## config.mk

```make
export PLATFORM = sky130hd
export DESIGN_NAME = pipe_skid_reg
export DESIGN_NICKNAME = d
export VERILOG_FILES = /design/src/rtl/pipe_pkg.sv /design/src/rtl/sat_counter.sv /design/src/rtl/pipe_skid_reg.sv
export SDC_FILE = /design/constraint.sdc
export NUM_CORES = 1
export LEC_CHECK = 0
export BUFFER_PORTS_ARGS = -buffer_cell sky130_fd_sc_hd__buf_2
export CORE_MARGIN = 2
export CORE_UTILIZATION = 47
export CTS_CLUSTER_DIAMETER = 200
export DETAILED_ROUTE_END_ITERATION = 8
export GPL_TIMING_DRIVEN = 0
export PLACE_DENSITY = 0.79
export SKIP_LAST_GASP = 1
export SYNTH_ARGS = -nofsm -noshare
export SYNTH_HDL_FRONTEND = slang
export SYNTH_SLANG_ARGS = --single-unit
```

## constraint.sdc

```tcl
create_clock -name cpu_clk -period 5.9 [get_ports cpu_clk]
set_clock_uncertainty 0.2 [all_clocks]
set_input_delay 0.295 -clock cpu_clk [delete_from_list [all_inputs] [get_ports cpu_clk]]
set_output_delay 0.295 -clock cpu_clk [all_outputs]
set_load 0.02 [all_outputs]
```

## src/rtl/pipe_pkg.sv

```systemverilog
// Shared definitions for the pipeline skid register: occupancy state
// encoding and default payload / stall-counter widths.
package pipe_pkg;

  localparam int DEFAULT_DATA_W = 96;
  localparam int DEFAULT_CNT_W  = 32;

  typedef enum logic [1:0] {
    EMPTY = 2'd0,
    BUSY  = 2'd1,
    FULL  = 2'd2
  } pipe_state_t;

endpackage

```

## src/rtl/sat_counter.sv

```systemverilog
// Width-parametrised saturating incrementer. Counts up by one on each
// cycle with inc high, sticks at all-ones, and is cleared only by reset.
module sat_counter #(
  parameter int W = 32
) (
  input  logic         cpu_clk,
  input  logic         reset,
  input  logic         inc,
  output logic [W-1:0] count
);

  localparam logic [W-1:0] ONE = {{(W-1){1'b0}}, 1'b1};

  // Increment when requested unless already saturated.
  always_ff @(posedge cpu_clk) begin
    if (reset)
      count <= '0;
    else if (inc && (count != {W{1'b1}}))
      count <= count + ONE;
  end

endmodule

```

## src/rtl/pipe_skid_reg.sv

```systemverilog
// Two-entry pipeline skid register between fetch-side pipeline stages.
// out_valid and in_ready are decoded from registered state only, so there is
// no combinational path from in_valid or out_ready to the handshake outputs.
// Optional feature: define PIPE_STALL_CNT_EN to add the saturating stall_cnt
// output (counts cycles with out_valid high and out_ready low).
module pipe_skid_reg
  import pipe_pkg::*;
#(
  parameter int DATA_W = DEFAULT_DATA_W,
  parameter int CNT_W  = DEFAULT_CNT_W
) (
  input  logic              cpu_clk,
  input  logic              reset,
  input  logic              in_valid,
  output logic              in_ready,
  input  logic [DATA_W-1:0] in_data,
  output logic              out_valid,
  input  logic              out_ready,
  output logic [DATA_W-1:0] out_data,
  input  logic              flush
`ifdef PIPE_STALL_CNT_EN
  ,
  output logic [CNT_W-1:0]  stall_cnt
`endif
);

  pipe_state_t       state_q, state_d;
  logic [DATA_W-1:0] main_q, main_d;
  logic [DATA_W-1:0] skid_q, skid_d;
  logic              in_fire;
  logic              out_fire;

  assign out_valid = (state_q != EMPTY);
  assign in_ready  = (state_q != FULL);
  assign out_data  = main_q;
  assign in_fire   = in_valid & in_ready;
  assign out_fire  = out_valid & out_ready;

  // State and storage registers; reset outranks the flush handled below.
  always_ff @(posedge cpu_clk) begin
    if (reset) begin
      state_q <= EMPTY;
      main_q  <= '0;
      skid_q  <= '0;
    end else begin
      state_q <= state_d;
      main_q  <= main_d;
      skid_q  <= skid_d;
    end
  end

  // Next-state and storage update: main always holds the oldest entry,
  // skid only catches a word that arrives while main is stalled.
  always_comb begin
    state_d = state_q;
    main_d  = main_q;
    skid_d  = skid_q;
    if (flush) begin
      state_d = EMPTY;
      main_d  = '0;
      skid_d  = '0;
    end else begin
      case (state_q)
        EMPTY: begin
          if (in_fire) begin
            main_d  = in_data;
            state_d = BUSY;
          end
        end
        BUSY: begin
          case ({in_fire, out_fire})
            2'b11: main_d = in_data;
            2'b10: begin
              skid_d  = in_data;
              state_d = FULL;
            end
            2'b01: state_d = EMPTY;
            default: state_d = BUSY;
          endcase
        end
        FULL: begin
          if (out_fire) begin
            main_d  = skid_q;
            state_d = BUSY;
          end
        end
        default: state_d = EMPTY;
      endcase
    end
  end

`ifdef PIPE_STALL_CNT_EN
  sat_counter #(
    .W(CNT_W)
  ) u_stall_cnt (
    .cpu_clk(cpu_clk),
    .reset  (reset),
    .inc    (out_valid & ~out_ready),
    .count  (stall_cnt)
  );
`endif

endmodule
```

# After elaboration in Yosys (flattened, before gate mapping)
# Cells that the tools add are included.
[totals]
reg_bits = 194
inputBits = 101
out_inout_bits = 98
elab_cells = 30
[op_classes]
mux = 8
n_reduce_logical = 7
eq_ne = 10
n_bitwise = 2
[ops]
columns = ["operator", "n"]
rows = [
  ["two-way mux 96 bit", 3],
  ["one-hot mux 96 bit (3 select lines)", 1],
  ["one-hot mux 2 bit (3 select lines)", 2],
  ["!= test 2 bit (second input constant)", 4],
  ["equality test 2 bit (second input constant)", 3],
  ["equality test 2 x 1 -> 1 bit (second input constant)", 2],
  ["two-way mux 2 bit", 2],
  ["AND reduction 4 bit", 1],
  ["AND reduction 3 bit", 1],
  ["nonzero test 3 bit", 1],
  ["AND 1 bit", 2],
  ["logical NOT 2 bit", 1],
  ["!= test 2 x 1 -> 1 bit (second input constant)", 1],
  ["AND reduction 2 bit", 1],
  ["nonzero test 2 bit", 1],
  ["OR reduction 2 bit", 1],
]

# Logic depth before layout (Yosys ltp)
# Gate-level depths: netlist of the first run.
[depth]
ltp_word = 5
mapped_depth = 13
mapped_depth_nobuf = 8

# Worst setup path after synthesis of the first run
# Ideal clock, no wire load.
[synth_path]
path_type = "register to register"
start = "register state_q[0]"
end = "register skid_q[65]"
stages_incl_launch_ff = 14
setup_slack_ps = 3489
required_ps = 5568
t_arrival_ps = 2079
period_less_slack_ps = 2411
path_buffers = 6
setup_time_ps = 132
path_cell_list = "dfxtp_1 > nand2b_1 > buf_4 > buf_6 > buf_6 > and2_1 > ha_1 > nand2_1 > or2_1 > buf_2 > buf_4 > buf_2 > nand2_1 > a21oi_1"
[synth_between]
elab_chain_len = 4
elab_cells_between_ends = 7
cone_classes = "3 x eq/ne; 2 x bitwise; 2 x reduce/logical"
[synth_lines]
columns = ["element", "line_no", "text"]
rows = [
  ["start: declaration", "pipe_skid_reg.sv:27", "pipe_state_t state_q, state_d;"],
  ["start signal: assignment", "pipe_skid_reg.sv:46", "state_q <= state_d;"],
  ["!= test 2 bit", "pipe_skid_reg.sv:34", "assign in_ready = (state_q != FULL);"],
  ["net in_ready", "pipe_skid_reg.sv:15", "output logic in_ready,"],
  ["AND 1 bit", "pipe_skid_reg.sv:36", "assign in_fire = in_valid & in_ready;"],
  ["equality test 2 bit", "pipe_skid_reg.sv:71", "case ({in_fire, out_fire})"],
  ["AND reduction 2 bit (no source line)", "--", ""],
  ["end signal: assignment", "pipe_skid_reg.sv:48", "skid_q <= skid_d;"],
  ["end: declaration", "pipe_skid_reg.sv:29", "logic [DATA_W-1:0] skid_q, skid_d;"],
]
# The timed path passes the listed nets, and every way through them passes these cells.
# A chain may end at the register's enable or synchronous reset.

# Worst setup path after layout of the first run
[layout_path]
start = "register state_q[0]"
end = "register skid_q[83]"
[layout_between]
elab_chain_len = 4
elab_cells_between_ends = 7
cone_classes = "3 x eq/ne; 2 x bitwise; 2 x reduce/logical"
[layout_lines]
columns = ["element", "line_no"]
rows = [
  ["!= test 2 bit / nonzero test 2 bit (equally long branches)", "pipe_skid_reg.sv:34, pipe_skid_reg.sv:33"],
  ["AND 1 bit, on equally long branches", "pipe_skid_reg.sv:36, pipe_skid_reg.sv:37"],
  ["equality test 2 bit", "pipe_skid_reg.sv:71"],
  ["AND reduction 2 bit (no source line) (*)", "--"],
]
# Every way passes the cells marked *; elsewhere a longest branch is shown, timed or not.

==> key figures, run 1 <==
Synthesis
  • Post-synthesis register bit count: 194
  • Syn nets: around 970
  • Seq/Total Area, Yosys: 0.5175
  • Mapped Area: 7505 sq um
  • Synth Warn #: 0
  • Synth cell types: 22
  • Mapped Avg Cell Area: 8.666 sq um
  • Cell count after synthesis: 866

Routing
  • Drt total wl: 23250 um
  • Via/cell ratio: 5.385
  • Via count: 7593
  • Final antenna-violating net count: 0
  • Initial DRC count: 670
  • DRC errors left: 0
  • Drt first pass iters: 5
  • Avg WL per Cell: between 15 and 20 um

Floorplan
  • Die area: 16990 sq um
  • I/O pin count: ~200
  • Initial Util: 0.4759
  • # rows: 46
  • Core area: around 16000 sq um
  • Die width: between 100 and 150 um
  • Die Ht: between 100 and 150 um

Flow run
  • Max-cap violations: 0

GRT
  • GR Util All Layers: 0.2680
  • Grt ovf: 0
  • First-pass GRT wire length: around 36000 um
  • Vias in the first global route: between 7000 and 8000
  • Largest net degree at the start of global routing: 18
  • Initial antenna violation count: 1

Place
  • # placed instances: 1280
  • Placed inst area: 8766 sq um
  • GP Congestion: just over 0.8
  • PortBufs: 198
  • DP Worst Slack: 2969 ps
  • HPWL Detailed: 13800 um

Critical path
  • Reg2reg setup slack: 2950 ps
  • Crit-path max FO: 10
  • CP peak stage delay: approximately 420 ps
  • Max stage delay cell, worst path: dfxtp_1
  • Critical Path RT: 6050 ps
  • Crit path DAT: 3110 ps
  • FF-to-FF End: skid_q[83]$_SDFFE_PP0P_
  • R2R depth: 12
  • Worst r2r src: state_q[0]$_SDFFE_PP0P_
  • Crit-path cells: nand2b_1 -> buf_4 -> buf_6 -> buf_6 -> and2_1 -> ha_1 -> nand2_1 -> nor2_2 -> buf_2 -> buf_2 -> nand2_1 -> a21oi_1
  • Crit path launch type: register
  • CP Capture Type: register
  • Critical path class: register to register

Cells and area
  • Multi-input logic area: roughly 3300 sq um
  • Sequential cell area: 3884 sq um
  • Layout cells sized above 1: 0.2322
  • Final instance area: roughly 10000 sq um
  • Most common cell after layout, fill and taps aside: buf_2
  • FILL cells: 1268
  • Finished Core Util: 0.6596
  • Layout Nets: between 1000 and 1500
  • Final cell count without fillers: 1410
  • Most frequent cells in the layout: 236 x buf_2, 194 x dfxtp_1, 193 x a21oi_1, 193 x nand2_1
  • Syn-to-layout area delta: 38.60%

STA
  • Final worst path period share: 0.5006
  • Setup ws final: 2946 ps
  • FMAX: around 0.34 GHz
  • Sum Neg Setup Slack: 0 ps
  • Max_slew headroom: 0.4700
  • RSZ-0062 raised after global routing: false
  • Hold_ws: 40.17 ps
  • Slew Viols, Final: 0
  • Final setup viols: 0
  • Worst-Margin Slew: 792.1 ps
  • Final Hold Vio Count: 0
  • Crit path time final: about 3000 ps

CTS
  • Total CTS buffers: 17
  • Clock Latency Late Sink: 430 ps
  • # Post-CTS Setup Buffers: 0
  • Clock-pin slew on the worst setup and hold paths: roughly 70 ps
  • Htree depth: 4
  • Clk sink count: 194
  • TritonCTS clock tree: yes
  • Root buf cell: clkbuf_16
  • Max clock buf depth: 2

Worst hold path
  • Hold Path Depth: 4
  • Worst hold start: in_valid
  • WHS Endpoint: state_q[0]$_SDFFE_PP0P_
  • Hold Crit Class: input port to register

Pwr
  • Leak: roughly 4.9 nW
  • Pwr Density: 289.9 nW/um^2
  • Peak VDD IR: 0.0001916 V
  • Final Power: approximately 3.0 mW

Status
  • Status: finished, final reports clean
[power breakdown]
part | switching (mW) | internal [mW] | leakage [nW]
logic | 0.207 | 0.143 | 2.98
clock network | 0.527 | 0.770 | 0.318
registers | 0.0221 | 1.35 | 1.58
total | 0.755 | 2.26 | 4.88
[synth_stat cells, drive strengths merged]
library cell,number,area (sq um)
dfxtp,194,3884
a21oi,193,965.9
nand2,193,724.4
o21ai,98,494.2
mux2i,97,970.9
buf,43,235.2
clkbuf,31,116.4
nor2,3,13.77
or2,3,18.77
and2,2,12.51
ha,2,25.02
inv,2,7.510
nand2b,2,12.51
a21o,1,7.510
nand3b,1,7.510
o22a,1,8.760
[layer usage]
layer,share of wire,GRT usage,up-vias
met1,0.42,0.3338,3580
met5,0,0,-
met4,0.030,0.1233,0
met3,0.065,0.06191,67
met2,0.48,0.4435,353
li1,-,-,3593
[state kept, by name, indices dropped and copies added, names as in the netlist]
register,flops
out_data,96
skid_q,96
state_q,2
[layout make-up]
cell class,count,area share
inverter,2,0.0007218
tap,216,0.02598
clock inverter,14,0.02141
multi-input combinational,596,0.3136
sequential,194,0.3734
buffer,74,0.03380
antenna,1,0.0002406
timing repair buffer,295,0.1886
clock buffer,18,0.04222
[critical path: cells and delay by family, from the launching register on]
kind | cells | cell delay [ps]
buffers and inverters | 5 | 1170
AO/OA/AOI/OAI | 1 | 140
flip-flops | 1 | 420
adder cells (fa/ha/maj) | 1 | 150
AND/OR/NAND/NOR | 5 | 780
[worst max-delay path by stage]
stage	start	end
3_5_place_dp	state_q[0]$_SDFFE_PP0P_	skid_q[62]$_SDFFE_PP0P_
3_3_place_gp	state_q[0]$_SDFFE_PP0P_	skid_q[79]$_SDFFE_PP0P_
4_1_cts	state_q[0]$_SDFFE_PP0P_	skid_q[76]$_SDFFE_PP0P_
5_1_grt	state_q[0]$_SDFFE_PP0P_	skid_q[84]$_SDFFE_PP0P_
2_1_floorplan	state_q[0]$_SDFFE_PP0P_	skid_q[65]$_SDFFE_PP0P_
6_report	state_q[0]$_SDFFE_PP0P_	skid_q[83]$_SDFFE_PP0P_
[what timing repair did]
action,4_1_cts,5_1_grt
gates resized for setup,0,0
endpoints found under the hold margin,190,0
hold buffers,97,0
[kinds of logic (layout without fill, tap and decap cells)]
group | count (synthesis) | count (layout) | synth area share
compound gates | 293 | 293 | 0.1967
fa+ha+maj | 2 | 2 | 0.003334
buf+inv | 76 | 403 | 0.04785
flops | 194 | 194 | 0.5175
mux | 97 | 97 | 0.1294
other cells | 0 | 1 | 0
simple gates | 204 | 204 | 0.1052
No activity file was read; power rests on OpenSTA's default activity.
==> run 2, diff against run 1 <==
==> constraint.sdc (replaced) <==
create_clock -name cpu_clk -period 3.1 [get_ports cpu_clk]
set_clock_uncertainty 0.2 [all_clocks]
set_input_delay 0.155 -clock cpu_clk [delete_from_list [all_inputs] [get_ports cpu_clk]]
set_output_delay 0.155 -clock cpu_clk [all_outputs]
set_load 0.02 [all_outputs]
==> key figures, run 2 (synthesis gave the netlist of run 1 again) <==
Status
  • Status: finished, final reports clean

Floorplan
  • Core area: 15770 sq um
  • I/O pin count: approximately 200
  • Die Ht: 130.4 um
  • Initial Util: 0.4759
  • Die area: 16990 sq um
  • # rows: 46
  • Die width: 130.4 um

STA
  • RSZ-0062 raised after global routing: false
  • Slew Viols, Final: 0
  • Sum Neg Setup Slack: 0 ps
  • Worst-Margin Slew: ~800 ps
  • FMAX: 0.3441 GHz
  • Final setup viols: 0
  • Crit path time final: 2906 ps
  • Final Hold Vio Count: 0
  • Setup ws final: 193.7 ps
  • Max_slew headroom: 0.4661
  • Final worst path period share: 0.9375

GRT
  • GR Util All Layers: 0.2679
  • Grt ovf: 0
  • Initial antenna violation count: 1
  • Largest net degree at the start of global routing: 18
  • Vias in the first global route: 7176
  • First-pass GRT wire length: 35730 um

Critical path
  • CP Capture Type: register
  • R2R depth: 13
  • Critical Path RT: 3250 ps
  • Critical path class: register to register
  • Crit-path max FO: 10
  • Crit path launch type: register
  • Crit path DAT: 3060 ps
  • Worst r2r src: state_q[0]$_SDFFE_PP0P_
  • CP Launch Point: state_q[0]$_SDFFE_PP0P_

Worst hold path
  • Hold Path Depth: 5
  • Worst hold start: reset
  • Hold Crit Class: input port to register

Routing
  • DRC errors left: 0
  • Final antenna-violating net count: 0
  • Via count: 7564
  • Via/cell ratio: 5.361
  • Drt total wl: roughly 23000 um
  • Drt first pass iters: 6
  • Initial DRC count: between 700 and 800
  • Avg WL per Cell: 16.46 um

CTS
  • # Post-CTS Setup Buffers: 0
  • TritonCTS clock tree: yes
  • Max clock buf depth: 2
  • Total CTS buffers: 17
  • Clock Latency Late Sink: 430 ps
  • Clk sink count: 194
  • Clock-pin slew on the worst setup and hold paths: 70 ps
  • Root buf cell: clkbuf_16
  • Htree depth: 4

Cells and area
  • Syn-to-layout area delta: 38.83%
  • FILL cells: 1266
  • Finished Core Util: 0.6607
  • Most frequent cells in the layout: 236 x buf_2, 193 x a21oi_1, 193 x nand2_1, 193 x dfxtp_1, 98 x dlygate4sd3_1
  • Most common cell after layout, fill and taps aside: buf_2
  • Final cell count without fillers: 1411
  • Layout cells sized above 1: 0.2337
  • Layout Nets: 1284

Pwr
  • Psw: roughly 1.4 mW
  • Final Power: 5.739 mW
  • Cell-internal power: 4.303 mW
  • Leak: approximately 4.9 nW
  • Combinational share of power: 0.116
  • Pwr Density: 550.9 nW/um^2
  • Peak VDD IR: 0.0003628 V
  • Seq pwr share: 0.454
  • Clock share of power: 0.430
  • Switching share of total power: 0.2502

Place
  • PortBufs: between 150 and 200
  • # placed instances: 1280
  • GP Congestion: 0.8149
  • HPWL Detailed: 13800 um
  • DP Worst Slack: roughly 170 ps

Flow run
  • Max-cap violations: 0
## run 2: cell types whose count changed in the layout (fill, tap and decap cells not counted), sizes merged
cell         previous run  this run
dlygate4sd3            97        98
## run 2: metrics by stage
step           hold WS [ps]  instance area, sq um
6_report              249.4                 10420
5_1_grt               267.2                 10420
4_1_cts               255.3                 10410
3_5_place_dp          213.7                  8766
3_3_place_gp          209.5                  8766
2_1_floorplan         90.96                  7505
## run 2: final cells by class
class	count	area, sq um	share of cell area
inverters	2	7.507	0.0007206
plain buffers	74	352.8	0.03387
well taps	216	270.3	0.02594
clock buffers	18	439.2	0.04215
multi-input cells	596	3267	0.3136
flip-flops and latches	194	3885	0.3729
diodes	1	2.502	0.0002402
clock inverters	14	222.7	0.02138
repair buffers	296	1972	0.1893
## run 2: path summary, 6_finish.rpt
| check | slack [ps] | to |
|---|---|---|
| max | 190 | skid_q[76]$_SDFFE_PP0P_ |
| max reg2reg | 190 | skid_q[76]$_SDFFE_PP0P_ |
| min | 250 | out_data[70]$_SDFFE_PP0P_ |
| min reg2reg | 250 | skid_q[74]$_SDFFE_PP0P_ |
## run 2: power by group through the flow
stage,Sequential (mW),Combinational (mW),Clock (mW)
after floorplan,2.73,0.241,0
after global placement,2.66,0.540,0
after detailed placement,2.66,0.546,0
after CTS,2.60,0.646,2.49
after global routing,2.61,0.715,2.60
final,2.61,0.666,2.47
## run 2: what timing repair did
action                     in CTS  in global routing
setup endpoints to repair       0                 40
resized for setup               0                  4
hold buffers                   98                  0
hold endpoints to repair      194                  0
## run 2: worst max-delay path: stages (launching register included)
cell,delay [ps]
dfxtp_1,370
nand2b_1,160
buf_4,190
buf_6,170
buf_6,160
and2_1,180
ha_1,190
nand2_1,120
or2_1,110
buf_2,210
buf_4,230
buf_2,250
nand2_1,100
a21oi_1,170
## run 2: routing by layer
layer  wire length, um  share of wire  track usage  vias up
met5                 0              0            0        -
met4               638          0.027       0.1202        0
met3              1593          0.069      0.06109       62
met2             11270           0.49       0.4450      366
met1              9721           0.42       0.3341     3546
li1                  -              -            -     3590
